File: config.mk
export PLATFORM = sky130hd
export DESIGN_NAME = t07_fpu_mdu_flat
export DESIGN_NICKNAME = d
export VERILOG_FILES = /design/src/rtl/t07_fpu_mdu_if.sv /design/src/rtl/t07_fpu_mdu.sv /design/src/flat_wrapper.sv
export SDC_FILE = /design/constraint.sdc
export NUM_CORES = 1
export LEC_CHECK = 0
export CAP_MARGIN = 10
export CELL_PAD_IN_SITES_DETAIL_PLACEMENT = 1
export CELL_PAD_IN_SITES_GLOBAL_PLACEMENT = 1
export CORE_MARGIN = 5
export CORE_UTILIZATION = 46
export CTS_BUF_LIST = sky130_fd_sc_hd__clkbuf_8
export DETAILED_ROUTE_END_ITERATION = 6
export DONT_BUFFER_PORTS = 1
export HOLD_SLACK_MARGIN = 0.08
export PLACE_DENSITY = 0.77
export SKIP_LAST_GASP = 1
export SLEW_MARGIN = 20
export SYNTH_ARGS = -nofsm -noshare
export SYNTH_HDL_FRONTEND = slang
export SYNTH_SLANG_ARGS = --single-unit
export TNS_END_PERCENT = 30
File: constraint.sdc
create_clock -name clk -period 5 [get_ports clk]
set_input_delay 1 -clock clk [delete_from_list [all_inputs] [get_ports clk]]
set_output_delay 1 -clock clk [all_outputs]
set_load 0.1 [all_outputs]
File: src/rtl/t07_fpu_mdu_if.sv
// Request/response bundle between the FPU core and the Q16.16 multiply/divide unit.
interface t07_fpu_mdu_if;
  logic        start;
  logic        op;
  logic [31:0] inA;
  logic [31:0] inB;
  logic [31:0] result;
  logic        valid;
  logic        busy;
  logic        overflow;
  logic        divzero;

  modport master (
    output start, op, inA, inB,
    input  result, valid, busy, overflow, divzero
  );

  modport slave (
    input  start, op, inA, inB,
    output result, valid, busy, overflow, divzero
  );
endinterface

File: src/rtl/t07_fpu_mdu.sv
// Sequential signed Q16.16 multiply / restoring divide with saturation.
// Magnitudes are processed unsigned; the sign is reapplied when the result is
// written, which happens on the same edge that moves the FSM into DONE.
module t07_fpu_mdu #(
  parameter int FRAC = 16
) (
  input  logic           clk,
  input  logic           nrst,
  t07_fpu_mdu_if.slave   bus
);
  localparam int DW     = 32 + FRAC;           // dividend / quotient width
  localparam int MUL_IT = 32;
  localparam int DIV_IT = DW;
  localparam int CW     = $clog2(DIV_IT + 1);

  typedef enum logic [1:0] {S_IDLE, S_CALC, S_DONE} state_t;

  state_t          state_q, state_d;
  logic            op_q, sign_q;
  logic [31:0]     magb_q;
  logic [63:0]     acc_q, mc_q;
  logic [31:0]     mp_q;
  logic [DW-1:0]   dq_q;                        // dividend shifts out, quotient shifts in
  logic [31:0]     rem_q;
  logic [CW-1:0]   cnt_q;
  logic [31:0]     result_q;
  logic            valid_q, busy_q, ovf_q, dz_q;

  logic [31:0]     mag_a, mag_b;
  logic            accept, div_zero;
  logic [63:0]     acc_nx;
  logic [32:0]     rem_sh;
  logic            qbit;
  logic [31:0]     rem_nx;
  logic [DW-1:0]   dq_nx;
  logic            last;
  logic            ovf_fin;
  logic [31:0]     mag_fin, res_fin;

  // Operand magnitudes at accept; 0x80000000 maps to 2^31 unchanged.
  always_comb begin
    mag_a    = bus.inA[31] ? (~bus.inA + 32'd1) : bus.inA;
    mag_b    = bus.inB[31] ? (~bus.inB + 32'd1) : bus.inB;
    accept   = (state_q == S_IDLE) && bus.start;
    div_zero = bus.op && (bus.inB == 32'd0);
  end

  // One iteration of each datapath plus the saturated/signed final value.
  always_comb begin
    acc_nx  = acc_q + (mp_q[0] ? mc_q : 64'd0);
    rem_sh  = {rem_q, dq_q[DW-1]};
    qbit    = (rem_sh >= {1'b0, magb_q});
    rem_nx  = qbit ? 32'(rem_sh - {1'b0, magb_q}) : rem_sh[31:0];
    dq_nx   = {dq_q[DW-2:0], qbit};
    last    = op_q ? (cnt_q == CW'(DIV_IT - 1)) : (cnt_q == CW'(MUL_IT - 1));
    if (op_q) begin
      ovf_fin = |dq_nx[DW-1:31];
      mag_fin = dq_nx[31:0];
    end else begin
      ovf_fin = |acc_nx[63:31+FRAC];
      mag_fin = acc_nx[31+FRAC:FRAC];
    end
    if (ovf_fin) res_fin = sign_q ? 32'h8000_0000 : 32'h7FFF_FFFF;
    else         res_fin = sign_q ? (~mag_fin + 32'd1) : mag_fin;
  end

  // Next-state: divide by zero bypasses CALC entirely.
  always_comb begin
    state_d = state_q;
    case (state_q)
      S_IDLE: if (bus.start) state_d = div_zero ? S_DONE : S_CALC;
      S_CALC: if (last)      state_d = S_DONE;
      S_DONE:                state_d = S_IDLE;
      default:               state_d = S_IDLE;
    endcase
  end

  // State register.
  always_ff @(posedge clk or negedge nrst) begin
    if (!nrst) state_q <= S_IDLE;
    else       state_q <= state_d;
  end

  // Datapath, counter, result and flags.
  always_ff @(posedge clk or negedge nrst) begin
    if (!nrst) begin
      op_q     <= 1'b0;
      sign_q   <= 1'b0;
      magb_q   <= '0;
      acc_q    <= '0;
      mc_q     <= '0;
      mp_q     <= '0;
      dq_q     <= '0;
      rem_q    <= '0;
      cnt_q    <= '0;
      result_q <= '0;
      ovf_q    <= 1'b0;
      dz_q     <= 1'b0;
    end else if (accept) begin
      op_q   <= bus.op;
      sign_q <= bus.inA[31] ^ bus.inB[31];
      magb_q <= mag_b;
      acc_q  <= '0;
      mc_q   <= {32'd0, mag_a};
      mp_q   <= mag_b;
      dq_q   <= {mag_a, {FRAC{1'b0}}};
      rem_q  <= '0;
      cnt_q  <= '0;
      ovf_q  <= 1'b0;
      dz_q   <= div_zero;
      if (div_zero) result_q <= bus.inA[31] ? 32'h8000_0000 : 32'h7FFF_FFFF;
    end else if (state_q == S_CALC) begin
      cnt_q <= cnt_q + CW'(1);
      if (op_q) begin
        rem_q <= rem_nx;
        dq_q  <= dq_nx;
      end else begin
        acc_q <= acc_nx;
        mc_q  <= {mc_q[62:0], 1'b0};
        mp_q  <= {1'b0, mp_q[31:1]};
      end
      if (last) begin
        result_q <= res_fin;
        ovf_q    <= ovf_fin;
      end
    end
  end

  // Registered handshake outputs, decoded from the upcoming state.
  always_ff @(posedge clk or negedge nrst) begin
    if (!nrst) begin
      valid_q <= 1'b0;
      busy_q  <= 1'b0;
    end else begin
      valid_q <= (state_d == S_DONE);
      busy_q  <= (state_d != S_IDLE);
    end
  end

  assign bus.result   = result_q;
  assign bus.valid    = valid_q;
  assign bus.busy     = busy_q;
  assign bus.overflow = ovf_q;
  assign bus.divzero  = dz_q;
endmodule
File: src/flat_wrapper.sv
// flat-port wrapper written by rule: the top's interface ports become plain ports
module t07_fpu_mdu_flat 
#(
  parameter int FRAC = 16
)
  (clk, nrst, bus_start, bus_op, bus_inA, bus_inB, bus_result, bus_valid, bus_busy, bus_overflow, bus_divzero);
  t07_fpu_mdu_if bus_i ();
  input  logic clk;
  input  logic nrst;
  input wire logic [$bits(bus_i.start)-1:0] bus_start;
  input wire logic [$bits(bus_i.op)-1:0] bus_op;
  input wire logic [$bits(bus_i.inA)-1:0] bus_inA;
  input wire logic [$bits(bus_i.inB)-1:0] bus_inB;
  output wire logic [$bits(bus_i.result)-1:0] bus_result;
  output wire logic [$bits(bus_i.valid)-1:0] bus_valid;
  output wire logic [$bits(bus_i.busy)-1:0] bus_busy;
  output wire logic [$bits(bus_i.overflow)-1:0] bus_overflow;
  output wire logic [$bits(bus_i.divzero)-1:0] bus_divzero;
  assign bus_i.start = bus_start;
  assign bus_i.op = bus_op;
  assign bus_i.inA = bus_inA;
  assign bus_i.inB = bus_inB;
  assign bus_result = bus_i.result;
  assign bus_valid = bus_i.valid;
  assign bus_busy = bus_i.busy;
  assign bus_overflow = bus_i.overflow;
  assign bus_divzero = bus_i.divzero;
  t07_fpu_mdu #(.FRAC(FRAC)) u_core (.clk(clk), .nrst(nrst), .bus(bus_i));
endmodule
# After elaboration in Yosys (flattened, before gate mapping)
# Cells that the tools add are included.
# classes
add_sub_neg	6
multipliers	0
n_div	0
n_lt_le_gt_ge	1
n_eq_ne	6
n_shift	0
n_mux	39
bitwise	4
n_reduce_logical	14
# op_table
operator	n
2-to-1 mux 32 bit	18
2-to-1 mux 64 bit	7
2-to-1 mux 48 bit	3
adder 32 x 1 -> 32 bit (second input constant)	3
inverter 32 bit	3
adder 64 bit	1
OR reduction 17 bit	2
greater-or-equal comparator 33 x 32 -> 1 bit	1
logical NOT 32 bit	1
subtractor 32 bit	1
2-to-1 mux 6 bit	2
nonzero test 2 bit	4
adder 6 x 1 -> 6 bit (second input constant)	1
== test 6 x 5 -> 1 bit (second input constant)	1
== test 6 bit (second input constant)	1
2-to-1 mux 2 bit	3
AND reduction 2 bit	3
2-to-1 mux 1 bit	5
!= test 2 bit (second input constant)	2
one-hot mux 2 bit (2 select lines)	1
AND reduction 3 bit	1
== test 2 x 1 -> 1 bit (second input constant)	1
== test 2 bit (second input constant)	1
logical AND 1 bit	2
other kinds (2)	2
# word_totals
ff_bits	318
latch_bits	0
mem_bits_rw	0
rom_bits	0
in_bits	68
wordCells	85
n_memories	0

# Depth between registers and ports, before layout
# Gate-level depths: netlist (run 1).
# depth
word_depth	10
depth_mapped	20
depth_no_buf	19

# Worst setup path after synthesis (run 1)
# OpenSTA, ideal clock, no wires.
# synth_path
kind	reg2reg
start	reg u_core.mp_q[0]
end	reg u_core.result_q[30], in the netlist u_core.bus.result[30]
arrival_ns	4.778
required_ns	4.874
slack_ns	0.096
path_stages_with_launch	21
path_buffers	2
synth_period_minus_slack_ns	4.904
cell_sequence	dfrtp_1 > clkbuf_1 > clkbuf_1 > and2_1 > ha_1 > fa_1 > a211oi_1 > o211ai_1 > nand4_1 > a21oi_1 > xor2_1 > o21ai_0 > ha_1 > inv_1 > or3b_2 > nor4_4 > nand3_1 > nor2_1 > nand4_1 > xor2_1 > o311a_1
# synth_via
elab_chain_len	10
elab_cells_between_ends	12
cone_classes	add/sub: 2; mux: 8; bitwise: 1; reduce/logical: 1
# synth_rtl
item	line	text
start: declaration	t07_fpu_mdu.sv:22	logic [31:0] mp_q;
start signal: assignment	t07_fpu_mdu.sv:105	mp_q <= mag_b;
start signal: assignment	t07_fpu_mdu.sv:120	mp_q <= {1'b0, mp_q[31:1]};
2-to-1 mux 64 bit *	t07_fpu_mdu.sv:50	acc_nx = acc_q + (mp_q[0] ? mc_q : 64'd0);
adder 64 bit *	t07_fpu_mdu.sv:50	
2-to-1 mux 32 bit	t07_fpu_mdu.sv:56	if (op_q) begin
inverter 32 bit	t07_fpu_mdu.sv:64	else res_fin = sign_q ? (~mag_fin + 32'd1) : mag_fin;
adder 32 x 1 -> 32 bit	t07_fpu_mdu.sv:64	
2-to-1 mux 32 bit	t07_fpu_mdu.sv:64	
2-to-1 mux 32 bit *	t07_fpu_mdu.sv:63	if (ovf_fin) res_fin = sign_q ? 32'h8000_0000 : 32'h7FFF_FFFF;
2-to-1 mux 32 bit *	t07_fpu_mdu.sv:122	if (last) begin
2-to-1 mux 32 bit *	t07_fpu_mdu.sv:112	end else if (state_q == S_CALC) begin
2-to-1 mux 32 bit *	t07_fpu_mdu.sv:99	end else if (accept) begin
end signal: assignment	t07_fpu_mdu.sv:111	if (div_zero) result_q <= bus.inA[31] ? 32'h8000_0000 : 32'h7FFF_FFFF;
end signal: assignment	t07_fpu_mdu.sv:123	result_q <= res_fin;
end: declaration	t07_fpu_mdu.sv:26	logic [31:0] result_q;
# Mark *: on every way between the ends. The rest lies on a longest branch, timed or not. The select of a mux whose other input is x is not followed.
# A chain may end at the register's enable or synchronous reset.

# Worst setup path after layout (run 1)
# layout_path
start	reg u_core.mp_q[0]
end	reg u_core.result_q[31], in the netlist u_core.bus.result[31]
# The elaborated chain is that of the path after synthesis.

==> results of run 1 <==
==> per-stage QoR <==
| step | setup WS (ns) | util, % | setup TNS [ns] | instances |
|---|---|---|---|---|
| final | -0.02429 | 52.96 | -0.04131 | 3229 |
| after global routing | -0.1682 | 52.96 | -0.6299 | 3229 |
| after CTS | 0.02663 | 52.22 | 0 | 3217 |
| after detailed placement | -0.2482 | 49.54 | -4.606 | 3110 |
| after global placement | -0.1708 | 49.54 | -2.273 | 3110 |
| after floorplan | 0.09634 | - | 0 | 2485 |
==> final timing paths <==
check,start,endpoint,cells after the start
max,u_core.mp_q[0],u_core.bus.result[31],20
min,nrst,u_core.acc_q[3],0
max reg2reg,u_core.mp_q[0],u_core.bus.result[31],20
min reg2reg,u_core.mp_q[31],u_core.mp_q[31],2
max in group asynchronous,nrst,u_core.mp_q[5],0
min in group clk,u_core.mp_q[31],u_core.mp_q[31],2
==> logic make-up after synthesis <==
kind of cell               Yosys count  share of synthesized area [%]
and+or+nand+nor                    772                          17.23
buffers and inverters              223                          3.971
muxes                               30                          1.440
AOI/OAI and AO/OA                  890                          28.15
DFF                                318                          37.08
adders and majority gates          101                          5.959
xor gates and xnor gates           151                          6.163
==> placed cells by master (no fill, tap or decap), types with 15 or more instances in the layout <==
master	netlist	routed
o21a_1	20	20
nand4_1	34	34
ha_1	99	89
nand3_1	35	34
xnor2_1	52	52
nor3_1	43	39
xor2_1	99	98
o211ai_1	30	30
nor2_1	153	149
nor2b_1	16	16
o31ai_1	30	30
a22o_1	92	92
o21ai_0	246	237
a221o_1	43	43
mux2i_1	23	23
inv_1	77	92
clkbuf_8	0	76
a21o_1	58	56
a21boi_0	25	25
a21oi_1	180	170
buf_4	3	168
nand2_1	300	298
or4_1	18	15
dfrtp_1	318	317
nand2b_1	21	21
a211oi_1	28	25
or3_1	27	27
and2_1	70	70
==> state kept, by name, indices dropped and copies added (netlist names) <==
name,cells
u_core.bus.divzero,1
u_core.cnt_q,6
u_core.bus.overflow,1
u_core.magb_q,32
u_core.bus.result,32
u_core.bus.valid,1
u_core.sign_q,1
u_core.mp_q,32
u_core.bus.busy,1
u_core.dq_q,48
u_core.mc_q,64
u_core.rem_q,32
u_core.acc_q,64
u_core.op_q,1
u_core.state_q,2
==> repair_timing <==
action | 4_1_cts | 5_1_grt
resized for setup | 8 | 57
endpoints found under the setup margin | 31 | 33
pin swaps | 1 | 21
endpoints found under the hold margin | 318 | 318
buffers inserted | 1 | 10
==> power groups by stage <==
stage	clock network, mW	logic, mW	registers, mW
after floorplan	0	5.58	5.04
after global placement	0	7.71	5.50
after detailed placement	0	8.01	5.55
after CTS	2.67	8.09	5.51
after global routing	2.78	9.13	5.63
final	2.60	8.37	5.54
==> routing by layer <==
layer / GRT usage [%] / vias up
met5: 0 / -
met4: 12.03 / 0
met3: 4.758 / 141
met2: 48.69 / 503
met1: 36.54 / 10150
li1: - / 9293
==> layout make-up <==
cell class | count | share of cell area [%]
Multi-Input combinational cell | 1944 | 52.69
Sequential cell | 318 | 32.42
Timing Repair Buffer | 176 | 5.693
Clock buffer | 76 | 4.261
Tap cell | 607 | 3.093
Inverter | 78 | 1.193
Clock inverter | 30 | 0.6523
==> out/metrics.yaml, run 1 <==
power_and_ir_drop:
  total_leakage_power_nw: 11.12
  power.total_mw: 16.51
  p_per_area_mw_per_mm2: 672.7
  max-vdd-ir-drop_uv: 444.5
  p_comb_share_pct: 50.7
  power.internal_mw: 8.237
  sequentialPowerShare_pct: 33.6
  power.switching_mw: 8.278
  switching_share_pct: 50.12
  p_clk_share_pct: 15.7
critical_path:
  critPathBufInv: 7
  cp.required_ns: 5.54
  cp_top_family: "simple AND/OR/NAND/NOR gates"
  start_kind: "register"
  crit_top_cell: "buf_4"
  path_class: "register to register"
  crit_chain: "buf_12 -> buf_4 -> buf_4 -> buf_4 -> and2_1 -> ha_2 -> buf_4 -> nand4_1 -> or2_2 -> a2111oi_0 -> nor2_1 -> o221ai_2 -> mux2i_1 -> buf_4 -> or3b_1 -> nor3_1 -> buf_4 -> nand3_1 -> o31ai_1 -> a31oi_1"
  slowest_stage: "a2111oi_0"
  r2r_slack_ns: -0.02
  crit_arrival_ns: 5.57
  critPathMaxFanout: 15
  critPathMaxStageDelay_ns: 0.49
  end_kind: "register"
timing:
  skew_ns: 0.02666
  fmaxAchievable_mhz: 199.0
  setup_viol: 2
  fin_crit_sh_pct: 100.5
  fin_crit_ns: 5.024
  drv_slew: 0
  hold_violations: 0
  hold_slack_ns: 0.01289
  setup_ws_ns: -0.02429
  worstMarginPinSlew_ns: 1.108
  max-slew-margin-rel_pct: 26.13
  rsz0062_at_grt: "true"
layout:
  area_growth_pct: 14.41
  antenna_cells: 0
  n_fill_cell: 5398
  nets: 2746
  finish.instance_area_mm2: 0.02455
  layout-drive-gt1-share_pct: 14.00
  seqCellArea_mm2: 0.007959
  multiInputGateArea_mm2: 0.01294
worst_hold_path:
  hold_class: "primary input to async pin"
place:
  portBuffers: 0
  dpl_cell_area_mm2: 0.02297
  gp_congestion: 0.9525
  hpwl_mm: 55.29
clocking:
  cts_sinks: 318
  worst_skew_pair.late_latency_ns: 0.69
  cts_inserted_buffers: 59
  cts.clk_slew.worst_paths_ns: 0.06
  tritoncts: "done"
  cts_max_path_buffers: 3
  root_buffer: "clkbuf_8"
  h-tree-depth: 2
synth:
  ys.flop_type: "dfrtp_1"
  syn_nets: 2654
  syn_area_mm2: 0.02146
  async_reset_ff_share_pct: 100.0
  synth-edff-count: 0
  synth_area_leaders: "dfrtp_1 37%, ha_1 5.8%, o21ai_0 5.7%"
  ys_ff_latch: 318
  ys_seq_area_share_pct: 37.08
  synthCells: 2485
  netlist_top_cells_count: "318 x dfrtp_1, 300 x nand2_1, 246 x o21ai_0"
  yosysMostFrequentCell: "dfrtp_1"
  yosys_warnings: 0
  avgSynthCellArea_um2: 8.635
  ys_types: 87
  yosysTopAreaCell: "dfrtp_1"
  netlist.area_leader.share_pct: 37.08
route:
  vias_per_cell: 6.222
  routed_wl_mm: 75.35
  firstDrtPassIters: 5
  met1Wirelength_mm: 31.63
  wl_met2_mm: 36.35
  wire_per_inst_um: 23.34
  detail-route-antenna-nets: 0
  vias: 20090
  drc: 0
  wl_met3_mm: 4.075
  drt_first_iter_violations: 1328
  highest_layer: "met4"
die:
  die_h_um: 226.0
  start_util_pct: 46.29
  io_pins: 104
  coreArea_mm2: 0.04636
  die_area_mm2: 0.05107
  die_x_um: 226.0
  num_rows: 79
flow_run:
  cap_violations: 0
outcome:
  violations: "negative setup slack"
  status: "complete, but fails checks"
grt:
  antenna_found_initial: 1
  grt_usage_pct: 28.73
  grt_pass1_vias: 20990
  grt_max_degree: 319
  grt_pass1_wl_mm: 118.0
  grt_overflow: 0
Note: power is estimated with default switching activity, not from simulation.
==> run 2: changes to the inputs <==
Settings changed: CAP_MARGIN 10 to 20, CORE_ASPECT_RATIO set to 0.7, CORE_MARGIN 5 to not set.
==> run 2 against run 1 <==
  * The flow now finishes without violations
  * Final area increased by 0.53%
  * Setup slack improved by 0.088 ns
  * Core utilization increased by 1.2 points
  * Final cell count about the same
  * Critical path depth decreased by 2
  * Fmax increased by 1.8%
  * Non-clock buffer count increased by 15
  * Combinational power increased by 6.1%
  * Highest routed layer unchanged
==> out/metrics.yaml, run 2 (synthesis gave the netlist of run 1 again) <==
critical_path:
  crit_arrival_ns: 5.53  # -0.04 ns
  start_kind: "register"
  critPathMaxFanout: 6  # -9
  end_kind: "register"
  crit_start: "u_core.mp_q[0]"
  cp.required_ns: 5.60  # +0.06 ns
  worstReg2RegStart: "u_core.mp_q[0]"
  path_class: "register to register"
die:
  die_h_um: 182.7  # -19%
  io_pins: 104  # unchanged
  die_x_um: 260.1  # +15%
  num_rows: 65  # -18%
  start_util_pct: 47.12  # +0.83 points
  coreArea_mm2: 0.04554  # -1.8%
  die_area_mm2: 0.04753  # -6.9%
grt:
  top_usage_layer: "met1"
  grt_max_degree: 319  # unchanged
  grt_pass1_wl_mm: 123.6  # +4.7%
  grt_use_met2_pct: 47.86  # -0.83 points
  use_met1_pct: 51.75  # +15 points
  gr-usage-met3_pct: 6.222  # +1.5 points
  grt_overflow: 0  # unchanged
  grt_usage_pct: 33.34  # +4.6 points
  antenna_found_initial: 2  # +1
  grt_pass1_vias: 20910  # -0.35%
route:
  drc: 0  # unchanged
  vias_per_cell: 6.341  # +1.9%
  routed_wl_mm: 79.80  # +5.9%
  detail-route-antenna-nets: 0  # unchanged
  firstDrtPassIters: 5  # unchanged
  wire_per_inst_um: 24.71  # +5.9%
  vias: 20480  # +1.9%
  drt_first_iter_violations: 1807  # +36%
clocking:
  h-tree-depth: 2  # unchanged
  cts_inserted_buffers: 53  # -10%
  cts_max_path_buffers: 3  # unchanged
  worst_skew_pair.late_latency_ns: 0.66  # -0.03 ns
  root_buffer: "clkbuf_8"
  cts_sinks: 318  # unchanged
  cts.clk_slew.worst_paths_ns: 0.07  # about the same
  tritoncts: "done"
layout:
  utilization_pct: 54.19  # +1.2 points
  nets: 2755  # +0.33%
  layout_commonest_cell: "dfrtp_1"
  multiInputGateArea_mm2: 0.01300  # +0.48%
  area_growth_pct: 15.01
  layout-drive-gt1-share_pct: 14.05  # +0.055 points
  n_fill_cell: 5311  # -1.6%
  final_cell_mix: "317 x dfrtp_1, 300 x nand2_1, 239 x o21ai_0, 179 x buf_4, 176 x a21oi_1"
  finish.instance_area_mm2: 0.02468  # +0.53%
  reg.largest.list: "u_core.acc_q x64, u_core.mc_q x64, u_core.dq_q x48"
  seqCellArea_mm2: 0.007959  # unchanged
worst_hold_path:
  hold_class: "primary input to async pin"
timing:
  rsz0062_at_grt: "true"
  fin_crit_ns: 4.936  # -0.08824 ns
  setup_viol: 0  # -2
  worstMarginPinSlew_ns: 1.072  # -0.03649 ns
  hold_violations: 0  # unchanged
  fmaxAchievable_mhz: 202.6  # +1.8%
  fin_crit_sh_pct: 98.72  # -1.8 points
  setup_ws_ns: 0.06395  # +0.08824 ns
  max-slew-margin-rel_pct: 28.48  # +2.4 points
  skew_ns: 0.03557  # +0.008910 ns
  drv_slew: 0  # unchanged
power_and_ir_drop:
  total_leakage_power_nw: 11.17  # +0.44%
  p_clk_share_pct: 14.9  # -0.8 points
  power.internal_mw: 8.254  # +0.21%
  sequentialPowerShare_pct: 32.4  # -1.2 points
  switching_share_pct: 51.02  # +0.89 points
  power.switching_mw: 8.596  # +3.8%
  p_comb_share_pct: 52.7  # +2.0 points
  max-vdd-ir-drop_uv: 489.7  # +10%
  p_per_area_mw_per_mm2: 682.7  # +1.5%
place:
  pre_cts_ws_ns: -0.4230  # -0.1747 ns
  hpwl_mm: 57.83  # +4.6%
  gp_congestion: 0.9973  # +4.7%
  dpl_cell_area_mm2: 0.02301  # +0.19%
  portBuffers: 0  # unchanged
flow_run:
  cap_violations: 0  # unchanged
outcome:
  status: "complete, no violations"
==> run 2: power groups by stage <==
stage               registers (mW)  logic (mW)  clock network, mW
global route                  5.56        9.64               2.65
detailed placement            5.45        8.29                  0
CTS                           5.43        8.46               2.54
global placement              5.42        7.95                  0
floorplan                     5.04        5.58                  0
finish                        5.47        8.88               2.51
==> run 2: metrics by stage <==
| step | setup TNS, ns | power (mW) | cells | hold slack, ns |
|---|---|---|---|---|
| after floorplan | 0 | 10.63 | 2485 | 0.4334 |
| after global placement | -0.8646 | 13.37 | 3114 | 0.4510 |
| after detailed placement | -2.523 | 13.74 | 3114 | 0.4669 |
| after CTS | -0.008612 | 16.43 | 3214 | 0.002962 |
| after global routing | -0.4466 | 17.84 | 3229 | 0.4024 |
| final | 0 | 16.85 | 3230 | 0.3283 |
==> run 2: critical path, cell delays in order, from the launching register on <==
cell and delay (ns):
dfrtp_2 0.46, dlymetal6s2s_1 0.19, and2_1 0.19, ha_4 0.30, o211ai_1 0.10, o211ai_1 0.32, nand4_1 0.25, buf_6 0.21
a2111o_1 0.39, o311ai_0 0.11, buf_4 0.21, nand2_1 0.05, or3_4 0.36, a2111o_1 0.44, or3_4 0.39, or2_4 0.27
o311ai_2 0.22, o2111a_1 0.28, a211o_1 0.13
==> run 2: area by class of cell <==
type	count	area share (%)
multi-input combinational	1944	52.67
sequential	318	32.25
timing repair buffer	191	6.347
clock buffer	67	3.736
tap	603	3.057
inverter	78	1.186
clock inverter	28	0.7452
antenna	1	0.01014
==> run 2: timing repair <==
action | CTS | global route
setup buffers | 4 | 11
endpoints found under the hold margin | 318 | 165
gates resized for setup | 15 | 57
pin swaps | 2 | 11
endpoints found under the setup margin | 31 | 33
cloned | 1 | 0
==> run 2: path summary, 6_finish.rpt <==
| path | endpoint | slack, ns | cells past startpoint |
|---|---|---|---|
| min in group clk | u_core.magb_q[6] | 0.48 | 1 |
| worst min register to register | u_core.magb_q[6] | 0.48 | 1 |
| worst max register to register | u_core.bus.result[27] | 0.06 | 18 |
| max in group asynchronous | u_core.acc_q[10] | 3.84 | 1 |
| worst min-delay path | u_core.magb_q[16] | 0.33 | 1 |
| worst max-delay path | u_core.bus.result[27] | 0.06 | 18 |
==> run 2: metal layers <==
layer	part of all wire (%)	routed length, um	vias to the layer above
met2	42	33230	672
li1	-	-	9295
met5	0	0	-
met3	7.9	6294	89
met4	1.5	1185	0
met1	49	39090	10420
